File: src/rtl/vga_timing_pkg.sv
// vga_timing_pkg: shared definitions for the VGA timing generator.
//   - 640x480@60 phase constants (pixels / lines)
//   - H/V total derivation
//   - phase enumeration and a position -> phase helper
package vga_timing_pkg;

  localparam int unsigned VGA_H_VISIBLE = 640;
  localparam int unsigned VGA_H_FPORCH  = 16;
  localparam int unsigned VGA_H_SYNC    = 96;
  localparam int unsigned VGA_H_BPORCH  = 48;

  localparam int unsigned VGA_V_VISIBLE = 480;
  localparam int unsigned VGA_V_FPORCH  = 10;
  localparam int unsigned VGA_V_SYNC    = 2;
  localparam int unsigned VGA_V_BPORCH  = 33;

  localparam int unsigned VGA_H_TOTAL =
    VGA_H_VISIBLE + VGA_H_FPORCH + VGA_H_SYNC + VGA_H_BPORCH;
  localparam int unsigned VGA_V_TOTAL =
    VGA_V_VISIBLE + VGA_V_FPORCH + VGA_V_SYNC + VGA_V_BPORCH;

  // Phases of one axis, in the order they occur along the line/frame.
  typedef enum logic [1:0] {
    VISIBLE = 2'd0,
    FPORCH  = 2'd1,
    SYNC    = 2'd2,
    BPORCH  = 2'd3
  } phase_e;

  function automatic int unsigned axis_total(input int unsigned vis,
                                             input int unsigned fp,
                                             input int unsigned sy,
                                             input int unsigned bp);
    return vis + fp + sy + bp;
  endfunction

  // Phase containing position pos; anything past the sync phase is back porch.
  function automatic phase_e phase_of(input int unsigned pos,
                                      input int unsigned vis,
                                      input int unsigned fp,
                                      input int unsigned sy);
    if (pos < vis)                return VISIBLE;
    else if (pos < vis + fp)      return FPORCH;
    else if (pos < vis + fp + sy) return SYNC;
    else                          return BPORCH;
  endfunction

endpackage

File: src/rtl/vga_axis_cnt.sv
// vga_axis_cnt: wrap counter for one VGA axis (columns or lines).
// Ports:
//   clk, rst_n  clock, asynchronous active-low reset
//   clr         synchronous load of the reset position (last back-porch slot)
//   step        advance by one position, wrapping TOTAL-1 -> 0
//   cnt         current position (registered)
//   cnt_end     cnt == TOTAL-1
//   phase_nxt   phase of the position cnt will hold after this edge, so the
//               parent can register decode aligned with the counter
module vga_axis_cnt
  import vga_timing_pkg::*;
#(
  parameter int unsigned C_VISIBLE = 640,
  parameter int unsigned C_FPORCH  = 16,
  parameter int unsigned C_SYNC    = 96,
  parameter int unsigned C_BPORCH  = 48,
  parameter int unsigned C_NB      = 10
) (
  input  logic            clk,
  input  logic            rst_n,
  input  logic            clr,
  input  logic            step,
  output logic [C_NB-1:0] cnt,
  output logic            cnt_end,
  output logic [1:0]      phase_nxt
);

  localparam int unsigned TOTAL = axis_total(C_VISIBLE, C_FPORCH, C_SYNC, C_BPORCH);
  localparam logic [C_NB-1:0] LAST = C_NB'(TOTAL - 1);

  logic [C_NB-1:0] cnt_nxt;

  assign cnt_end = (cnt == LAST);

  always_comb begin
    cnt_nxt = cnt;
    if (clr)       cnt_nxt = LAST;
    else if (step) cnt_nxt = cnt_end ? '0 : cnt + 1'b1;
  end

  always_comb begin
    phase_nxt = phase_of(32'(cnt_nxt), C_VISIBLE, C_FPORCH, C_SYNC);
  end

  always_ff @(posedge clk or negedge rst_n) begin
    if (!rst_n) cnt <= LAST;
    else        cnt <= cnt_nxt;
  end

endmodule

File: src/rtl/vga_timing_gen.sv
// vga_timing_gen: parametrised VGA timing generator.
// Divides clk by C_CLK_DIV to the pixel rate and produces registered col/row,
// visible, hsync/vsync and the new_pxl / line_start / frame_start strobes.
// Ports:
//   clk, rst_n   system clock, asynchronous active-low reset
//   en           run enable; low holds everything at the reset state
//   new_pxl      one-clk strobe on the first clk of each pixel
//   line_start   new_pxl at col 0;  frame_start  new_pxl at col 0, row 0
//   visible      inside the active area
//   hsync/vsync  sync outputs, active level C_HSYNC_ACT / C_VSYNC_ACT
//   col, row     current pixel position
//   frame_cnt    frame counter; only counts when VGA_TIMING_FRAME_CNT_EN is
//                defined, otherwise tied to zero
// Valid/ready: there is no handshake; consumers qualify on new_pxl, and all
// position/decode outputs hold for C_CLK_DIV clks from that strobe.
module vga_timing_gen
  import vga_timing_pkg::*;
#(
  parameter int unsigned C_CLK_DIV   = 4,
  parameter int unsigned C_H_VISIBLE = VGA_H_VISIBLE,
  parameter int unsigned C_H_FPORCH  = VGA_H_FPORCH,
  parameter int unsigned C_H_SYNC    = VGA_H_SYNC,
  parameter int unsigned C_H_BPORCH  = VGA_H_BPORCH,
  parameter int unsigned C_V_VISIBLE = VGA_V_VISIBLE,
  parameter int unsigned C_V_FPORCH  = VGA_V_FPORCH,
  parameter int unsigned C_V_SYNC    = VGA_V_SYNC,
  parameter int unsigned C_V_BPORCH  = VGA_V_BPORCH,
  parameter logic        C_HSYNC_ACT = 1'b0,
  parameter logic        C_VSYNC_ACT = 1'b0,
  parameter int unsigned C_NB_PXLS   = 10,
  parameter int unsigned C_NB_LINES  = 10,
  parameter int unsigned C_NB_FRAME  = 8
) (
  input  logic                  clk,
  input  logic                  rst_n,
  input  logic                  en,
  output logic                  new_pxl,
  output logic                  line_start,
  output logic                  frame_start,
  output logic                  visible,
  output logic                  hsync,
  output logic                  vsync,
  output logic [C_NB_PXLS-1:0]  col,
  output logic [C_NB_LINES-1:0] row,
  output logic [C_NB_FRAME-1:0] frame_cnt
);

  localparam int unsigned CW = (C_CLK_DIV > 1) ? $clog2(C_CLK_DIV) : 1;
  localparam logic [CW-1:0] DIV_LAST = CW'(C_CLK_DIV - 1);

  logic [CW-1:0] cnt_clk;
  logic          tick;
  logic          h_end;
  logic          v_end;
  logic [1:0]    h_phase_nxt;
  logic [1:0]    v_phase_nxt;

  assign tick = (cnt_clk == DIV_LAST);

  vga_axis_cnt #(
    .C_VISIBLE(C_H_VISIBLE), .C_FPORCH(C_H_FPORCH),
    .C_SYNC(C_H_SYNC),       .C_BPORCH(C_H_BPORCH),
    .C_NB(C_NB_PXLS)
  ) u_h_cnt (
    .clk(clk), .rst_n(rst_n), .clr(!en), .step(en && tick),
    .cnt(col), .cnt_end(h_end), .phase_nxt(h_phase_nxt)
  );

  // Lines advance only on the tick that wraps the column counter.
  vga_axis_cnt #(
    .C_VISIBLE(C_V_VISIBLE), .C_FPORCH(C_V_FPORCH),
    .C_SYNC(C_V_SYNC),       .C_BPORCH(C_V_BPORCH),
    .C_NB(C_NB_LINES)
  ) u_v_cnt (
    .clk(clk), .rst_n(rst_n), .clr(!en), .step(en && tick && h_end),
    .cnt(row), .cnt_end(v_end), .phase_nxt(v_phase_nxt)
  );

  // Strobes and decode are registered from the counters' next values so they
  // line up with the col/row presented in the same cycle.
  always_ff @(posedge clk or negedge rst_n) begin
    if (!rst_n) begin
      cnt_clk     <= '0;
      new_pxl     <= 1'b0;
      line_start  <= 1'b0;
      frame_start <= 1'b0;
      visible     <= 1'b0;
      hsync       <= ~C_HSYNC_ACT;
      vsync       <= ~C_VSYNC_ACT;
    end else if (!en) begin
      cnt_clk     <= '0;
      new_pxl     <= 1'b0;
      line_start  <= 1'b0;
      frame_start <= 1'b0;
      visible     <= 1'b0;
      hsync       <= ~C_HSYNC_ACT;
      vsync       <= ~C_VSYNC_ACT;
    end else begin
      cnt_clk     <= tick ? '0 : cnt_clk + 1'b1;
      new_pxl     <= tick;
      line_start  <= tick && h_end;
      frame_start <= tick && h_end && v_end;
      visible     <= (h_phase_nxt == VISIBLE) && (v_phase_nxt == VISIBLE);
      hsync       <= (h_phase_nxt == SYNC) ? C_HSYNC_ACT : ~C_HSYNC_ACT;
      vsync       <= (v_phase_nxt == SYNC) ? C_VSYNC_ACT : ~C_VSYNC_ACT;
    end
  end

`ifdef VGA_TIMING_FRAME_CNT_EN
  // Counts on the same edge that raises frame_start, so frame 1 reads 1.
  always_ff @(posedge clk or negedge rst_n) begin
    if (!rst_n)                   frame_cnt <= '0;
    else if (!en)                 frame_cnt <= '0;
    else if (tick && h_end && v_end) frame_cnt <= frame_cnt + 1'b1;
  end
`else
  assign frame_cnt = '0;
`endif

endmodule
File: config.mk
export PLATFORM = sky130hd
export DESIGN_NAME = vga_timing_gen
export DESIGN_NICKNAME = d
export VERILOG_FILES = /design/src/rtl/vga_timing_pkg.sv /design/src/rtl/vga_axis_cnt.sv /design/src/rtl/vga_timing_gen.sv
export SDC_FILE = /design/constraint.sdc
export NUM_CORES = 1
export LEC_CHECK = 0
export ABC_AREA = 1
export BUFFER_PORTS_ARGS = -buffer_cell sky130_fd_sc_hd__buf_2
export CAP_MARGIN = 0
export CORE_AREA = 2 2 61 63
export CTS_CLUSTER_SIZE = 10
export DETAILED_ROUTE_END_ITERATION = 7
export DIE_AREA = 0 0 63 65
export MAX_ROUTING_LAYER = met4
export PLACE_DENSITY = 0.89
export SYNTH_ARGS = -nofsm -noshare
export SYNTH_HDL_FRONTEND = slang
export SYNTH_HIERARCHICAL = 1
export SYNTH_SLANG_ARGS = --single-unit
File: constraint.sdc
create_clock -name clk -period 3.4 [get_ports clk]
set_clock_uncertainty 0.05 [all_clocks]
set_input_delay 0.68 -clock clk [delete_from_list [all_inputs] [get_ports clk]]
set_output_delay 0.68 -clock clk [all_outputs]
set_load 0.05 [all_outputs]
Word level (Yosys, flattened, before mapping):

Index checks and enable logic that the tools add are counted.
W data, S select, Z words.

* $add $sub $neg: 3
* magnitude comparators: 6
* equal/unequal tests: 5
* muxes and demuxes: 22
* reductions and logical operators: 7

Operators by type and width (count)
* $mux W10: 6
* $lt A10 B10 Y1 const B: 3
* $lt A10 B9 Y1 const B: 3
* $add A10 B1 Y10 const B: 2
* $eq A10 B10 Y1 const B: 2
* $mux W2: 6
* $mux W1: 10
* $eq A2 B2 Y1 const B: 3
* $logic_and A1 B1 Y1: 5
* $logic_not A2 Y1: 2
* $add A2 B1 Y2 const B: 1

* bits in registers: 28
* input port bits: 3
* output and inout bits: 34
* word-level logic and storage cells: 52

Longest topological paths before layout:

Gate-level depths: netlist (run 1).

* depth in word-level cells: 12
* gate-level depth with buffers: 20
* depth with buffers taken out: 20

Cells and area by module:

The synthesis (run 1) kept the hierarchy.

By module, submodules not included
* vga_axis_cnt (u_h_cnt): instances 1, cells each 97, area each 726.9 sq um, sequential area each 259.0 sq um
* vga_axis_cnt (u_v_cnt): instances 1, cells each 110, area each 720.7 sq um, sequential area each 254.0 sq um
* vga_timing_gen: instances 1, cells each 38, area each 365.4 sq um, sequential area each 202.7 sq um

Worst setup path after synthesis (run 1):

OpenSTA, ideal clock, no wires.

* kind: register -> register
* from: register u_h_cnt.cnt[0]
* to: register visible
* library setup time: 0.114 ns
* arrival time: 2.686 ns
* data required time: 3.236 ns
* setup slack: 0.550 ns
* stages on the path, launching flop included: 19
* buffers on the path: 0
* period minus slack after synthesis: 2.850 ns
* path through: dfstp_2 ha_1 nand2_2 nor2_4 nand3_1 inv_1 nand2_1 nor2_1 nand3_2 nor2_2 nand2_1 nand2_1 nand2_1 nor2_1 nand3_1 o21ai_1 nor2_1 nand2_1 nor2_1

* word-level cells in the longest chain between the ends: 11
* elaborated cells on any way between the ends: 24
* classes of those cells: add/sub (1); order compare (6); eq/ne (1); mux (12); reduce/logical (4)

Ends and longest elaborated chain
* start, declared: RTL line vga_axis_cnt.sv:23 `output logic [C_NB-1:0] cnt,`
* start signal, assigned: RTL line vga_axis_cnt.sv:47 `else cnt <= cnt_nxt;`
* $eq A10 B10 Y1 *: RTL line vga_axis_cnt.sv:33 `assign cnt_end = (cnt == LAST);`
* via h_end: RTL line vga_timing_gen.sv:53 `logic h_end;`
* $logic_and A1 B1 Y1 *: RTL line vga_timing_gen.sv:75 `.clk(clk), .rst_n(rst_n), .clr(!en), .step(en && tick && h_end),`
* $mux W10 *: RTL line vga_axis_cnt.sv:38 `else if (step) cnt_nxt = cnt_end ? '0 : cnt + 1'b1;`
* $mux W10 *: RTL line vga_axis_cnt.sv:37 `if (clr) cnt_nxt = LAST;`
* $lt A10 B9 Y1: RTL line vga_timing_pkg.sv:44 `else if (pos < vis + fp + sy) return SYNC;`
* $mux W1: RTL line vga_timing_pkg.sv:44
* $mux W2: RTL line vga_timing_pkg.sv:43 `else if (pos < vis + fp) return FPORCH;`
* $mux W2 *: RTL line vga_timing_pkg.sv:42 `if (pos < vis) return VISIBLE;`
* via v_phase_nxt[0]: RTL line vga_timing_gen.sv:56 `logic [1:0] v_phase_nxt;`
* $logic_not A2 Y1 *: RTL line vga_timing_gen.sv:103 `visible <= (h_phase_nxt == VISIBLE) && (v_phase_nxt == VISIBLE);`
* $logic_and A1 B1 Y1 *: RTL line vga_timing_gen.sv:103
* $mux W1 *: RTL line vga_timing_gen.sv:90 `end else if (!en) begin`
* end signal, assigned: RTL line vga_timing_gen.sv:103
* end, declared: RTL line vga_timing_gen.sv:40 `output logic visible,`

Mark *: on every way through the listed nets, which the timed path passes. The rest lies on a longest branch.

Final worst setup path (run 1):

Same ends and word-level chain as after synthesis.

==> results of run 1 <==
[cell type report]
class | instances | area, um2 | area share
Multi-Input combinational cell | 180 | 923.4 | 0.4561
Timing Repair Buffer | 28 | 140.1 | 0.06922
Clock buffer | 3 | 22.52 | 0.01112
Clock inverter | 1 | 30.03 | 0.01483
Inverter | 35 | 132.6 | 0.06551
Tap cell | 48 | 60.06 | 0.02967
Sequential cell | 28 | 715.7 | 0.3535
[kinds of logic after synthesis]
family,count (synthesis)
buf+inv,44
fa+ha+maj,4
compound gates,18
flops,28
simple gates,147
other cells,1
xor+xnor,3
[cells in the final DEF, fill, tap and decap left out]
cell,instances
nand2_1,67
inv_1,29
buf_2,28
nor2_1,27
nand3_1,22
dfrtp_1,16
dfstp_2,12
conb_1,8
nor2_2,7
nand2_2,7
a21oi_1,7
nand3_2,6
inv_2,5
ha_1,4
o21ai_0,4
clkbuf_4,3
nor2_4,3
xor2_1,3
nor3_1,2
nand4_1,2
a21oi_2,2
nor3_2,1
bufinv_16,1
nand4_2,1
nand3b_1,1
clkinv_2,1
o21ai_2,1
o31ai_1,1
o221ai_1,1
nor4_1,1
o21bai_2,1
o21ai_1,1
[power groups by stage]
stage                     Clock (mW)  Sequential [mW]  Combinational (mW)
after global routing           0.244            0.363               0.167
final                          0.220            0.361               0.153
after floorplan                    0            0.397              0.0966
after detailed placement           0            0.366               0.152
after CTS                      0.227            0.361               0.153
after global placement             0            0.365               0.149
[layer usage]
| layer | global-route usage | vias up |
|---|---|---|
| li1 | - | 813 |
| met1 | 0.2724 | 703 |
| met2 | 0.3218 | 51 |
| met3 | 0.02257 | 8 |
| met4 | 0.09167 | 0 |
| met5 | - | - |
[registers in the layout, summed over array words and instances, names as in the netlist]
| signal | flops |
|---|---|
| u_v_cnt/cnt | 10 |
| cnt_clk | 2 |
| new_pxl | 1 |
| vsync | 1 |
| u_h_cnt/cnt | 10 |
| frame_start | 1 |
| visible | 1 |
| hsync | 1 |
| line_start | 1 |
[synthesized netlist by cell type (all sizes together)]
cell,count
conb,1
nor3,3
buf,9
nand3b,1
inv,34
nor4,1
o31ai,1
o221ai,1
nor2,37
nand3,28
xor2,3
o21ai,6
a21oi,9
o21bai,1
dfstp,12
nand2,74
dfrtp,16
clkinv,1
ha,4
nand4,3
[final timing paths]
| kind | end | slack, ns | startpoint |
|---|---|---|---|
| max reg2reg | visible | 0.33 | u_h_cnt/cnt[0] |
| max in group asynchronous | u_v_cnt/cnt[4] | 2.63 | rst_n |
| min reg2reg | cnt_clk[0] | 0.42 | cnt_clk[0] |
| max | visible | 0.33 | u_h_cnt/cnt[0] |
| min in group clk | cnt_clk[0] | 0.42 | cnt_clk[0] |
| min | u_h_cnt/cnt[7] | 0.28 | rst_n |
[worst reg2reg max path, cell delays in order, from the launching register on]
cell and delay [ns]:
dfstp_2 0.60, ha_1 0.20, nand2_2 0.09, nor2_4 0.19
nand3_1 0.12, inv_1 0.14, nand2_1 0.08, nor2_1 0.33
nand3_2 0.19, nor2_2 0.17, nand2_1 0.07, nand2_1 0.06
nand2_1 0.09, nor2_1 0.12, nand3_1 0.11, o21ai_1 0.22
nor2_1 0.07, nand2_1 0.06, nor2_1 0.04
==> results.json, run 1 <==
{
  "synthAdderAreaFrac": 0.02761,
  "synth_area_mm2": 0.001813,
  "cts_tree": "yes",
  "worstRegToRegCells": 18,
  "cts_setup_buffers": 0,
  "wl_met2_um": 1793,
  "wl_met1_um": 1797,
  "dr.first_iter.drc_count": 41,
  "path_max_fanout": 7,
  "muxShareOfSynthArea": 0,
  "vdd_drop_max_uv": 186.2,
  "clkTransAtPathRegs_ns": 0.16,
  "fin_crit_ns": 3.072,
  "sequentialPowerShare": 0.492,
  "cts_buffers": 3,
  "fp.dieH_um": 65,
  "grt_max_degree": 29,
  "post-place-ws_ns": 0.4080,
  "vias": 1575,
  "path_cells": "ha_1 -> nand2_2 -> nor2_4 -> nand3_1 -> inv_1 -> nand2_1 -> nor2_1 -> nand3_2 -> nor2_2 -> nand2_1 -> nand2_1 -> nand2_1 -> nor2_1 -> nand3_1 -> o21ai_1 -> nor2_1 -> nand2_1 -> nor2_1",
  "worst_hold_path_type": "in -> async",
  "antenna_found_initial": 0,
  "arrival_ns": 3.27,
  "gp_congestion": 1.015,
  "dieArea_mm2": 0.004095,
  "worst_setup_path_start_kind": "flop",
  "drv_slew": 0,
  "cp.required_ns": 3.60,
  "cts_resized": 0,
  "ys_warn_count": 6,
  "ant_nets": 0,
  "ys_ff_latch": 28,
  "holdWs_ns": 0.2766,
  "power_density_mw_per_mm2": 362.3,
  "timing.fmax_ghz": 0.3256,
  "syn_to_final_growth_pct": 11.66,
  "power_frac_clock": 0.300,
  "via_per_inst": 4.876,
  "fin_crit_sh": 0.9034,
  "instances_no_fill": 323,
  "dp_hpwl_um": 2895,
  "dr.pass1.iters": 4,
  "placed_area_mm2": 0.001972,
  "cpLargestDelayFamily": "simple AND/OR/NAND/NOR gates",
  "cts_buffer_depth": 2,
  "critical_path_class": "reg -> reg",
  "ys_seq_area_frac": 0.3948,
  "final_area_mm2": 0.002024,
  "post-route-util": 0.5791,
  "finalSetupViolCount": 0,
  "htreeDepth": 1,
  "clkSinkCount": 28,
  "setup-tns-final_ns": 0,
  "total_leakage_power_nw": 1.074,
  "synthTopCellsByArea": "dfrtp_1, dfstp_2, nand2_1",
  "wl_per_cell_um": 11.89,
  "synth_compound_area_frac": 0.06280,
  "p_comb_frac": 0.208,
  "postSynthAreaPerCell_um2": 7.400,
  "cts-root-buf": "clkbuf_4",
  "status": "finished clean",
  "cts_hold_buf": 0,
  "worst_path_largest_cell_delay_ns": 0.60,
  "p_sw_uw": 229.8,
  "p_total_uw": 733.4,
  "worstSkewPairLatency_ns": 0.33,
  "fp.dieW_um": 63,
  "worstSetupEndpointType": "flop",
  "grt_usage": 0.2061,
  "first_global_vias": 1443,
  "grt_pass1_wl_um": 6444,
  "grt_overflow": 0,
  "start_util": 0.5186,
  "wl_um": 3841,
  "cp.depth": 18,
  "max_slew_margin": 0.5983,
  "n_fill_cell": 321,
  "syn-instance-count": 245,
  "drv_cap": 0,
  "rows": 22,
  "boundaryPins": 37,
  "switching_share": 0.3133,
  "worst-path-buf-inv": 1,
  "tightestPinTransition_ns": 0.6026,
  "yosysTopAreaCellShare": 0.2208,
  "place_inst": 319,
  "p_int_uw": 503.6,
  "final_nets": 283,
  "ys_types": 30,
  "antennaDiodeCount": 0,
  "synth-simple-area-share": 0.3879,
  "rsz0062_at_grt": "false",
  "drive_gt1_frac": 0.2873,
  "synth_top_family_by_area": "simple AND/OR/NAND/NOR gates",
  "synthXorXnorAreaFrac": 0.01449,
  "highest_layer": "met4",
  "setup_ws_ns": 0.3283,
  "crit_top_cell": "nand2_1",
  "port_buffers": 28,
  "synth_top_area_cell": "dfrtp_1",
  "met3_length_um": 170,
  "hold_viol_final": 0,
  "cpMaxStageDelayCell": "dfstp_2",
  "post-route-drc-count": 0,
  "fp.coreArea_mm2": 0.003496
}
No activity file was read; power rests on OpenSTA's default activity.
==> run 2: changes to the inputs <==
--- a/config.mk
+++ b/config.mk
@@ -12,7 +12,6 @@
 export CTS_CLUSTER_SIZE = 10
 export DETAILED_ROUTE_END_ITERATION = 7
 export DIE_AREA = 0 0 63 65
-export MAX_ROUTING_LAYER = met4
 export PLACE_DENSITY = 0.89
 export SYNTH_ARGS = -nofsm -noshare
 export SYNTH_HDL_FRONTEND = slang
==> run 2 against run 1 <==
Flip-flop and latch count stayed put; clock-buffer cell count is 1 higher; design area is 1.3% lower; highest routed layer unchanged.
==> results.json, run 2 (synthesized netlist as in run 1, its figures left out) <==
{
  "status": "finished clean",
  "fin_crit_ns": 3.077,
  "dieArea_mm2": 0.004095,
  "final_nets": 283,
  "port_buffers": 28,
  "worst_path_largest_cell_delay_ns": 0.60,
  "vdd_drop_max_uv": 201.9,
  "gp_congestion": 0.9567,
  "path_max_fanout": 7,
  "arrival_ns": 3.26,
  "power_density_mw_per_mm2": 328.4,
  "via_per_inst": 4.969,
  "max_slew_margin": 0.5967,
  "first_global_vias": 1487,
  "p_comb_frac": 0.233,
  "htreeDepth": 1,
  "worst-path-buf-inv": 1,
  "worstSetupEndpointType": "flop",
  "dr.first_iter.drc_count": 75,
  "cpLargestDelayFamily": "simple AND/OR/NAND/NOR gates",
  "setup-tns-final_ns": 0,
  "antenna_found_initial": 0,
  "cts-root-buf": "clkbuf_4",
  "use_met2": 0.3231,
  "rsz0062_at_grt": "false",
  "clkSinkCount": 28,
  "post-route-util": 0.5716,
  "n_fill_cell": 323,
  "grt_max_degree": 29,
  "start_util": 0.5186,
  "power_frac_clock": 0.218,
  "ant_nets": 0,
  "finalSetupViolCount": 0,
  "syn_to_final_growth_pct": 10.21,
  "antennaDiodeCount": 0,
  "timing.fmax_ghz": 0.3250,
  "mostFrequentLayoutCells": "nand2_1, inv_1, buf_2",
  "cp.required_ns": 3.59,
  "cts_setup_buffers": 0,
  "boundaryPins": 37,
  "critical_path_class": "reg -> reg",
  "clkTransAtPathRegs_ns": 0.15,
  "cpMaxStageDelayCell": "dfstp_2",
  "wl_um": 3691,
  "fin_crit_sh": 0.9049,
  "drv_cap": 0,
  "fp.dieH_um": 65,
  "cts_hold_buf": 0,
  "cts_resized": 0,
  "grt_usage": 0.1900,
  "sequentialPowerShare": 0.549,
  "p_total_uw": 656.3,
  "busiest_layer": "met2",
  "cts_buffers": 3,
  "grt_use_met1": 0.2412,
  "worst_hold_path_type": "in -> async",
  "fp.coreArea_mm2": 0.003496,
  "worst_setup_path_start_kind": "flop",
  "mostFrequentLayoutCell": "nand2_1",
  "drive_gt1_frac": 0.2836,
  "cp-startpoint": "u_h_cnt/cnt[0]",
  "r2r-end": "visible",
  "r2r_start": "u_h_cnt/cnt[0]",
  "met3_usage": 0.02604,
  "ff2ff_setup_slack_ns": 0.32,
  "fp.dieW_um": 63,
  "worstRegToRegCells": 18,
  "wl_per_cell_um": 11.43,
  "cts_tree": "yes",
  "drv_slew": 0,
  "grt_overflow": 0,
  "tightestPinTransition_ns": 0.6049,
  "rows": 22,
  "endpoint": "visible",
  "cp.depth": 18,
  "dr.pass1.iters": 4,
  "path_cells": "ha_1 -> nand2_2 -> nor2_4 -> nand3_1 -> inv_1 -> nand2_1 -> nor2_1 -> nand3_2 -> nor2_2 -> nand2_1 -> nand2_1 -> nand2_1 -> nor2_1 -> nand3_1 -> o21ai_1 -> nor2_1 -> nand2_1 -> nor2_1",
  "p_int_uw": 430.4,
  "worstSkewPairLatency_ns": 0.32,
  "vias": 1605,
  "post-route-drc-count": 0,
  "grt_pass1_wl_um": 6237,
  "p_sw_uw": 225.9,
  "reg_top3": "u_h_cnt/cnt x10, u_v_cnt/cnt x10, cnt_clk x2",
  "total_leakage_power_nw": 1.061,
  "cts_buffer_depth": 2,
  "hold_viol_final": 0,
  "dp_hpwl_um": 2837,
  "crit_top_cell": "nand2_1",
  "switching_share": 0.3442
}
==> run 2: power by group through the flow <==
stage               Sequential (mW)  Clock, mW  Combinational [mW]
finish                        0.360      0.143               0.153
global route                  0.362      0.163               0.166
CTS                           0.360      0.149               0.153
detailed placement            0.365          0               0.153
global placement              0.365          0               0.149
floorplan                     0.397          0              0.0966
==> run 2: area by class of cell <==
| class | instances | area (um2) | share of cell area |
|---|---|---|---|
| clock buffer | 4 | 26.28 | 0.01315 |
| inverter | 35 | 132.6 | 0.06637 |
| multi-input combinational | 180 | 923.4 | 0.4621 |
| sequential | 28 | 715.7 | 0.3582 |
| tap | 48 | 60.06 | 0.03006 |
| timing repair buffer | 28 | 140.1 | 0.07013 |
==> run 2: worst register-to-register path, cell delays in order (launching register included) <==
cell	delay, ns
dfstp_2	0.60
ha_1	0.19
nand2_2	0.08
nor2_4	0.19
nand3_1	0.13
inv_1	0.15
nand2_1	0.09
nor2_1	0.34
nand3_2	0.18
nor2_2	0.16
nand2_1	0.06
nand2_1	0.06
nand2_1	0.10
nor2_1	0.11
nand3_1	0.10
o21ai_1	0.24
nor2_1	0.08
nand2_1	0.06
nor2_1	0.04
==> run 2: routing by layer <==
metal | wire [um] | vias to the layer above
met5 | 0 | -
met4 | 57 | 0
met3 | 165 | 6
met2 | 1759 | 39
met1 | 1708 | 743
li1 | - | 817
==> run 2: worst min-delay path by stage <==
stage          cells after the start        endpoint
6_report                           1  u_h_cnt/cnt[7]
5_1_grt                            1  u_h_cnt/cnt[7]
4_1_cts                            1     frame_start
3_5_place_dp                       1      cnt_clk[0]
3_3_place_gp                       1      cnt_clk[0]
2_1_floorplan                      0      cnt_clk[0]
==> run 2: per-stage QoR <==
stage	hold slack, ns	setup slack, ns	cells	cell area [um2]
after CTS	0.3070	0.3687	323	1998
after global routing	0.3143	0.05863	323	1998
final	0.2941	0.3234	323	1998
after detailed placement	0.4021	0.3979	319	1972
after global placement	0.3926	0.5172	319	1972
after floorplan	0.3344	0.5498	252	1839
